### src/rtl/pipe_ctrl_chain.sv
// Purpose : DEPTH-stage control-bundle register chain (EX/MEM/WB...) with per-stage valid,
//           hold, bubble insertion, partial flush and saturating bubble/hold event counters.
// Latency : ctrl_in/valid_in reach stage 0 one cycle after capture, stage k after k+1 cycles.
// Backpr. : d_cache_miss freezes every stage; stall_en bubbles stage 0 while older stages drain.
//
// Ports
//   clk, rst        clock and synchronous active-high reset
//   stall_en        load-use stall: stage 0 loads a bubble
//   flush_en        mispredict: stages 0..FLUSH_DEPTH-1 are cleared (even during a hold)
//   d_cache_miss    hold: every stage keeps its value
//   ctrl_in         control bundle from decode
//   valid_in        ctrl_in is a real instruction
//   ctrl_out        stage k at bits [k*WIDTH +: WIDTH]
//   valid_out       bit k = stage k holds a valid instruction
//   cnt_clr         synchronous clear of both counters
//   bubble_cnt      cycles in which stage 0 was bubbled by stall or flush
//   hold_cnt        cycles in which d_cache_miss froze the chain
module pipe_ctrl_chain #(
    parameter int WIDTH       = 8,
    parameter int DEPTH       = 3,
    parameter int FLUSH_DEPTH = 1,
    parameter int CNT_W       = 16
) (
    input  logic                   clk,
    input  logic                   rst,
    input  logic                   stall_en,
    input  logic                   flush_en,
    input  logic                   d_cache_miss,
    input  logic [WIDTH-1:0]       ctrl_in,
    input  logic                   valid_in,
    output logic [DEPTH*WIDTH-1:0] ctrl_out,
    output logic [DEPTH-1:0]       valid_out,
    input  logic                   cnt_clr,
    output logic [CNT_W-1:0]       bubble_cnt,
    output logic [CNT_W-1:0]       hold_cnt
);

    // Stage 0 source: a bubble is all-zero ctrl with valid low, so a stalled
    // or invalid slot can never carry a live write enable down the pipe.
    logic             in_live;
    logic [WIDTH-1:0] in_ctrl;

    assign in_live = valid_in && !stall_en;
    assign in_ctrl = in_live ? ctrl_in : '0;

    for (genvar k = 0; k < DEPTH; k++) begin : g_stage
        localparam bit FLUSHABLE = (k < FLUSH_DEPTH);

        logic [WIDTH-1:0] ctrl_q;
        logic             vld_q;
        logic [WIDTH-1:0] src_ctrl;
        logic             src_vld;

        if (k == 0) begin : g_head
            assign src_ctrl = in_ctrl;
            assign src_vld  = in_live;
        end else begin : g_body
            assign src_ctrl = g_stage[k-1].ctrl_q;
            assign src_vld  = g_stage[k-1].vld_q;
        end

        // Flush is checked before hold: a mispredicted younger stage must die
        // even while the data cache is stalling the rest of the pipe.
        always_ff @(posedge clk) begin
            if (rst || (flush_en && FLUSHABLE)) begin
                ctrl_q <= '0;
                vld_q  <= 1'b0;
            end else if (!d_cache_miss) begin
                ctrl_q <= src_ctrl;
                vld_q  <= src_vld;
            end
        end

        assign ctrl_out[k*WIDTH +: WIDTH] = ctrl_q;
        assign valid_out[k]               = vld_q;
    end

    // Stage 0 is always in the flush range, so any flush bubbles it; a stall
    // only bubbles it when the hold is not winning.
    logic bubble_evt;

    assign bubble_evt = flush_en || (stall_en && !d_cache_miss);

    always_ff @(posedge clk) begin
        if (rst || cnt_clr) begin
            bubble_cnt <= '0;
            hold_cnt   <= '0;
        end else begin
            if (bubble_evt && (bubble_cnt != {CNT_W{1'b1}}))
                bubble_cnt <= bubble_cnt + CNT_W'(1);
            if (d_cache_miss && (hold_cnt != {CNT_W{1'b1}}))
                hold_cnt <= hold_cnt + CNT_W'(1);
        end
    end

endmodule

### config.mk
export PLATFORM = sky130hd
export DESIGN_NAME = pipe_ctrl_chain
export DESIGN_NICKNAME = d
export VERILOG_FILES = /design/src/rtl/pipe_ctrl_chain.sv
export SDC_FILE = /design/constraint.sdc
export NUM_CORES = 1
export LEC_CHECK = 0
export ABC_CLOCK_PERIOD_IN_PS = 2150
export CELL_PAD_IN_SITES_DETAIL_PLACEMENT = 1
export CELL_PAD_IN_SITES_GLOBAL_PLACEMENT = 1
export CORE_ASPECT_RATIO = 1.2
export CORE_MARGIN = 2
export CORE_UTILIZATION = 28
export DETAILED_ROUTE_END_ITERATION = 8
export PLACE_DENSITY = 0.7
export SLEW_MARGIN = 15
export SYNTH_ARGS = -nofsm -noshare
export SYNTH_HDL_FRONTEND = slang
export SYNTH_SLANG_ARGS = --single-unit
### constraint.sdc
create_clock -name clk -period 2.15 [get_ports clk]
set_clock_uncertainty 0.15 [all_clocks]
set_input_delay 0.43 -clock clk [delete_from_list [all_inputs] [get_ports clk]]
set_output_delay 0.43 -clock clk [all_outputs]
set_load 0.1 [all_outputs]
==> results of run 1 <==
cell type report:
type,instances,area (um^2)
clock buffer,9,124
clock inverter,7,67.6
fill,1086,5290
inverter,5,18.8
multi-input combinational,197,1270
sequential,59,1240
tap,120,150
timing repair buffer,97,783
sequential cells by signal, indices dropped and copies added (netlist names):
signal,count
g_stage.vld_q,3
hold_cnt,16
bubble_cnt,16
g_stage.ctrl_q,24
worst paths after layout:
check | endpoint | startpoint | slack [ns]
worst min-delay path | bubble_cnt[11] | bubble_cnt[11] | 0.32
worst max register to register | hold_cnt[9] | hold_cnt[5] | 0.25
worst min register to register | bubble_cnt[11] | bubble_cnt[11] | 0.32
worst max-delay path | bubble_cnt[15] | stall_en | 0.07
layer usage:
metal	routed length, um	track usage, %	vias up
li1	-	-	1239
met1	3400	18.0	1213
met2	3810	26.8	36
met3	249	4.25	4
met4	70	5.19	0
met5	0	0	-
synthesized netlist by cell type, types with 2 or more instances:
| library cell | number |
|---|---|
| o31ai_1 | 10 |
| o311ai_0 | 4 |
| buf_4 | 3 |
| nand2_1 | 14 |
| or2_2 | 2 |
| a41oi_1 | 2 |
| ha_1 | 2 |
| nor3_1 | 8 |
| xor2_1 | 2 |
| a2111o_1 | 2 |
| a22oi_1 | 8 |
| dfxtp_1 | 59 |
| nand4_1 | 9 |
| mux2i_1 | 18 |
| and3_1 | 4 |
| a21oi_1 | 17 |
| nand3_1 | 10 |
| a211o_1 | 2 |
| nor2_1 | 33 |
| or3_1 | 6 |
| o21ai_0 | 7 |
| or4_1 | 9 |
| o41ai_1 | 4 |
| and4_1 | 4 |
| clkbuf_1 | 9 |
| nor4_1 | 3 |
| inv_1 | 5 |
| a211oi_1 | 5 |
logic make-up (layout without fill, tap and decap cells):
| logic type | count (synthesis) | after routing |
|---|---|---|
| muxes | 18 | 18 |
| xor gates and xnor gates | 2 | 2 |
| DFF | 59 | 59 |
| and+or+nand+nor | 105 | 105 |
| AOI/OAI and AO/OA | 70 | 70 |
| adders and majority gates | 2 | 2 |
| buffers and inverters | 20 | 118 |
critical path, stage by stage:
cell	delay, ns
clkdlybuf4s50_1	0.54
nand2b_4	0.07
a2111o_1	0.51
or4_1	0.50
a21oi_1	0.15
metrics by stage:
stage          util (%)  cell area, um^2  setup WS (ns)  std cells
2_1_floorplan         -             2610        0.00133        276
3_3_place_gp       38.7             3460         -0.241        478
3_5_place_dp       38.7             3460         -0.285        478
4_1_cts            40.9             3650         0.0802        494
5_1_grt            40.9             3650        0.00664        494
6_report           40.9             3650         0.0685        494
placed cells by master (no fill, tap or decap), types with 10 or more instances in the layout:
| master | synthesis | layout |
|---|---|---|
| buf_4 | 3 | 81 |
| nor2_1 | 33 | 33 |
| dfxtp_1 | 59 | 27 |
| dfxtp_2 | 0 | 25 |
| mux2i_1 | 18 | 18 |
| a21oi_1 | 17 | 17 |
| nand2_1 | 14 | 14 |
| clkdlybuf4s50_1 | 0 | 13 |
| o31ai_1 | 10 | 10 |
| nand3_1 | 10 | 10 |
power by group through the flow:
stage          sequential (uW)  clock, uW  combinational (uW)
2_1_floorplan             1160          0                64.2
3_3_place_gp              1120          0                 175
3_5_place_dp              1120          0                 176
4_1_cts                   1100       1030                 177
5_1_grt                   1100       1100                 186
6_report                  1100        992                 175
==> run metrics, run 1 <==
Tightest Hold Check Type flop to flop; R2R depth 4; wire length of the first global-routing pass 12100 um; Worst Path Required 2.27 ns; Leakage 0.00141 uW; Synth Area in Compound Gates 19.7%; final setup fails 0; minimum clock period 2.08 ns; post-synth top area cell dfxtp_1; largest family of logic cells by synthesized area simple AND/OR/NAND/NOR gates; hold depth 1; Synth top area share 46.4%; Hold Buf Count CTS 0; Post-layout nets 386; Power, Total 2260 uW; Logic pwr share 7.7%; synth top area cells dfxtp_1, mux2i_1, nor2_1; diode count 0; CP max FO 6; post-cts resize count 0; post-CTS setup buffers 0; Seq/Total Area, Yosys 46.4%; core area 8940 um^2; total clock sinks 59; PwrDens 620 nW/um^2; area delta synth->final 43.4%; Startpoint Class input port; YS warnings 0; CTS tree yes; Setup TNS 0 ns; IO Pins 74; Max Cap Viol 0; post-route ant nets 0; pin count of the biggest net entering global routing 21; final hold slack 0.321 ns; DR DRC count 0; Final Hold Fails 0; internal power 1690 uW; mux contribution to synthesized area 7.07%; critical path class input port to flop; initial antenna violation count 0; Post-Synth XOR/XNOR Area 0.688%; die footprint 9880 um^2; ys async rst share 0%; Syn Std Cell Area 2550 um^2; Synth cell types 43; # rows 38; DP HPWL 5560 um; Pins Over Slew Limit 0; gr usage total 15.3%; Post-Synth Simple-Gate Area 21.5%; Routed WL per cell 15.3 um; Port Buffers 73; Gate Count Post-Synth 276; Initial DRC Count 70; maximum vdd drop 0.210 mV; Initial Util 28.5%; gp weighted congestion 0.799; final period utilization 96.8%; die width 91.1 um; switching share of power 25.5%; Worst-Margin Slew 0.361 ns; CTS H-tree depth 3; total grt overflow 0; CTS Buffer Depth 2; overall routed net length 7540 um; switching power total 578 uW; Mapped Nets 293; RSZ-0062 raised after global routing false; syn avg cell area 9.23 um^2; Peak Freq 480 MHz; Vias 2492; vias in the first global route 2410; clock share of power 43.8%; synthesized flop and latch total 59; Die Ht 108 um; CTS Root Cell clkbuf_8; Avg Vias per Cell 5.04; Reg power frac 48.5%; number of synthesized flops with an enable pin 0; Clk Latency, worst-skew pair 0.34 ns; relative slew slack 75.9%; Synth Flop Type dfxtp_1; Crit. End Element flop; status finished, final reports clean; share of cells above drive strength 1 36.4%; worst path arrival time 2.20 ns; total CTS buffers 9; Pre-antenna DRT Iters 4; adder and majority gate portion of the synthesized area 0.982%; clock transition at the registers of the reported paths 0.07 ns
No activity file was read; power rests on OpenSTA's default activity.
==> run 2, diff against run 1 <==
--- a/config.mk
+++ b/config.mk
@@ -13,6 +13,7 @@
 export CORE_UTILIZATION = 28
 export DETAILED_ROUTE_END_ITERATION = 8
 export PLACE_DENSITY = 0.7
+export RECOVER_POWER = 25
 export SLEW_MARGIN = 15
 export SYNTH_ARGS = -nofsm -noshare
 export SYNTH_HDL_FRONTEND = slang
==> run 2 against run 1 <==
Combinational power barely moved. Non-clock buffer count did not move. Critical path depth unchanged. Die area unchanged. Fmax hardly changed. Final cell count up 0.20%. Count of clock-buffer cells in the layout stayed put. Clock power hardly changed. Critical path type unchanged.
==> run metrics, run 2 (synthesis gave the netlist of run 1 again) <==
status finished, final reports clean; clock transition at the registers of the reported paths 0.07 ns (about the same); RSZ-0062 raised after global routing false; DR DRC count 0 (unchanged); share of cells above drive strength 1 35.8% (-0.53 points); Reg power frac 48.5% (about the same); Logic pwr share 7.6% (about the same); total grt overflow 0 (unchanged); Crit. End Element flop; relative slew slack 59.5% (-16 points); internal power 1690 uW (about the same); commonest cells after routing, fill and taps aside buf_4, nor2_1, dfxtp_1; Top Registers g_stage.ctrl_q: 24 flops, bubble_cnt: 16 flops, hold_cnt: 16 flops; CTS Root Cell clkbuf_8; Leakage 0.00141 uW (-0.36%); Die Ht 108 um (unchanged); Startpoint Class input port; Routed WL per cell 15.2 um (-0.47%); maximum vdd drop 0.210 mV (-0.11%); clock share of power 43.9% (about the same); Clk Latency, worst-skew pair 0.34 ns (about the same); commonest non-fill, non-tap cell in the layout buf_4; IO Pins 74 (unchanged); # rows 38 (unchanged); CP max FO 6 (unchanged); die footprint 9880 um^2 (unchanged); total clock sinks 59 (unchanged); final period utilization 96.8% (about the same); CTS tree yes; Initial Util 28.5% (unchanged); DP HPWL 5560 um (unchanged); die width 91.1 um (unchanged); Avg Vias per Cell 5.06 (+0.28%); minimum clock period 2.08 ns (-0.0000695 ns); area delta synth->final 43.0%; post-route ant nets 0 (unchanged); Final Hold Fails 0 (unchanged); switching power total 579 uW (+0.23%); CTS H-tree depth 3 (unchanged); flip-flop count of the largest register after layout 24 (unchanged); final setup fails 0 (unchanged); overall routed net length 7520 um (-0.27%); largest reg by FF count g_stage.ctrl_q; critical path class input port to flop; gr usage total 15.3% (unchanged); Vias 2504 (+0.48%); Post-layout nets 386 (unchanged); wire length of the first global-routing pass 12100 um (unchanged); gp weighted congestion 0.799 (unchanged); Peak Freq 480 MHz (about the same); CTS Buffer Depth 2 (unchanged); worst path arrival time 2.20 ns (about the same); Port Buffers 73 (unchanged); Pins Over Slew Limit 0 (unchanged); core area 8940 um^2 (unchanged); Worst Path Required 2.27 ns (about the same); Worst-Margin Slew 0.608 ns (+0.247 ns); Initial DRC Count 76 (+8.6%); Power, Total 2260 uW (about the same); vias in the first global route 2410 (unchanged); initial antenna violation count 1 (+1); PwrDens 622 nW/um^2 (+0.30%); pin count of the biggest net entering global routing 21 (unchanged); Setup TNS 0 ns (unchanged); post-cts resize count 0 (unchanged); switching share of power 25.6% (+0.060 points); Max Cap Viol 0 (unchanged); total CTS buffers 9 (unchanged); Hold Buf Count CTS 0 (unchanged); Tightest Hold Check Type flop to flop; post-CTS setup buffers 0 (unchanged); Pre-antenna DRT Iters 4 (unchanged)
[run 2: cell types whose count changed in the layout (fill, tap and decap cells not counted)]
cell             delta
clkdlybuf4s50_1     -1
dlygate4sd3_1       +1
or2_0               +1
dfxtp_2             -1
buf_4               -5
dfxtp_1             +1
diode_2             +1
or2_2               -1
clkbuf_2            +5
[run 2: critical path, stage by stage]
cell	delay, ns
clkdlybuf4s50_1	0.54
nand2b_4	0.07
a2111o_1	0.51
or4_1	0.50
a21oi_1	0.15
[run 2: worst paths after layout]
| kind | depth (start not counted) | slack (ns) | start | to |
|---|---|---|---|---|
| min reg2reg | 1 | 0.32 | bubble_cnt[11] | bubble_cnt[11] |
| max reg2reg | 4 | 0.24 | hold_cnt[5] | hold_cnt[9] |
| min | 1 | 0.32 | bubble_cnt[11] | bubble_cnt[11] |
| max | 5 | 0.07 | stall_en | bubble_cnt[15] |
[run 2: area by class of cell]
cell class,count,area (um^2)
inverter,5,18.8
clock inverter,7,67.6
antenna,1,2.50
timing repair buffer,97,771
multi-input combinational,197,1270
clock buffer,9,124
sequential,59,1240
fill,1087,5300
tap,120,150
[run 2: through the flow]
stage               hold WS (ns)  instances  cell area [um^2]  setup slack [ns]  utilization, %
global route               0.342        495              3640           0.00664            40.7
finish                     0.321        495              3640            0.0686            40.7
global placement           0.301        478              3460            -0.241            38.7
floorplan                  0.315        276              2610           0.00133               -
detailed placement         0.316        478              3460            -0.285            38.7
CTS                        0.322        494              3650            0.0802            40.9
[run 2: routing by layer]
layer  wire (um)  vias up  GRT usage, %
met4          70        0          5.19
met1        3370     1224          18.0
met3         249        4          4.25
met2        3820       36          26.8
li1            -     1240             -
met5           0        -             0
[run 2: power by group through the flow]
stage	registers [uW]	clock network, uW	logic (uW)
floorplan	1160	0	64.2
global placement	1120	0	175
detailed placement	1120	0	176
CTS	1100	1030	177
global route	1100	1100	184
finish	1100	993	173
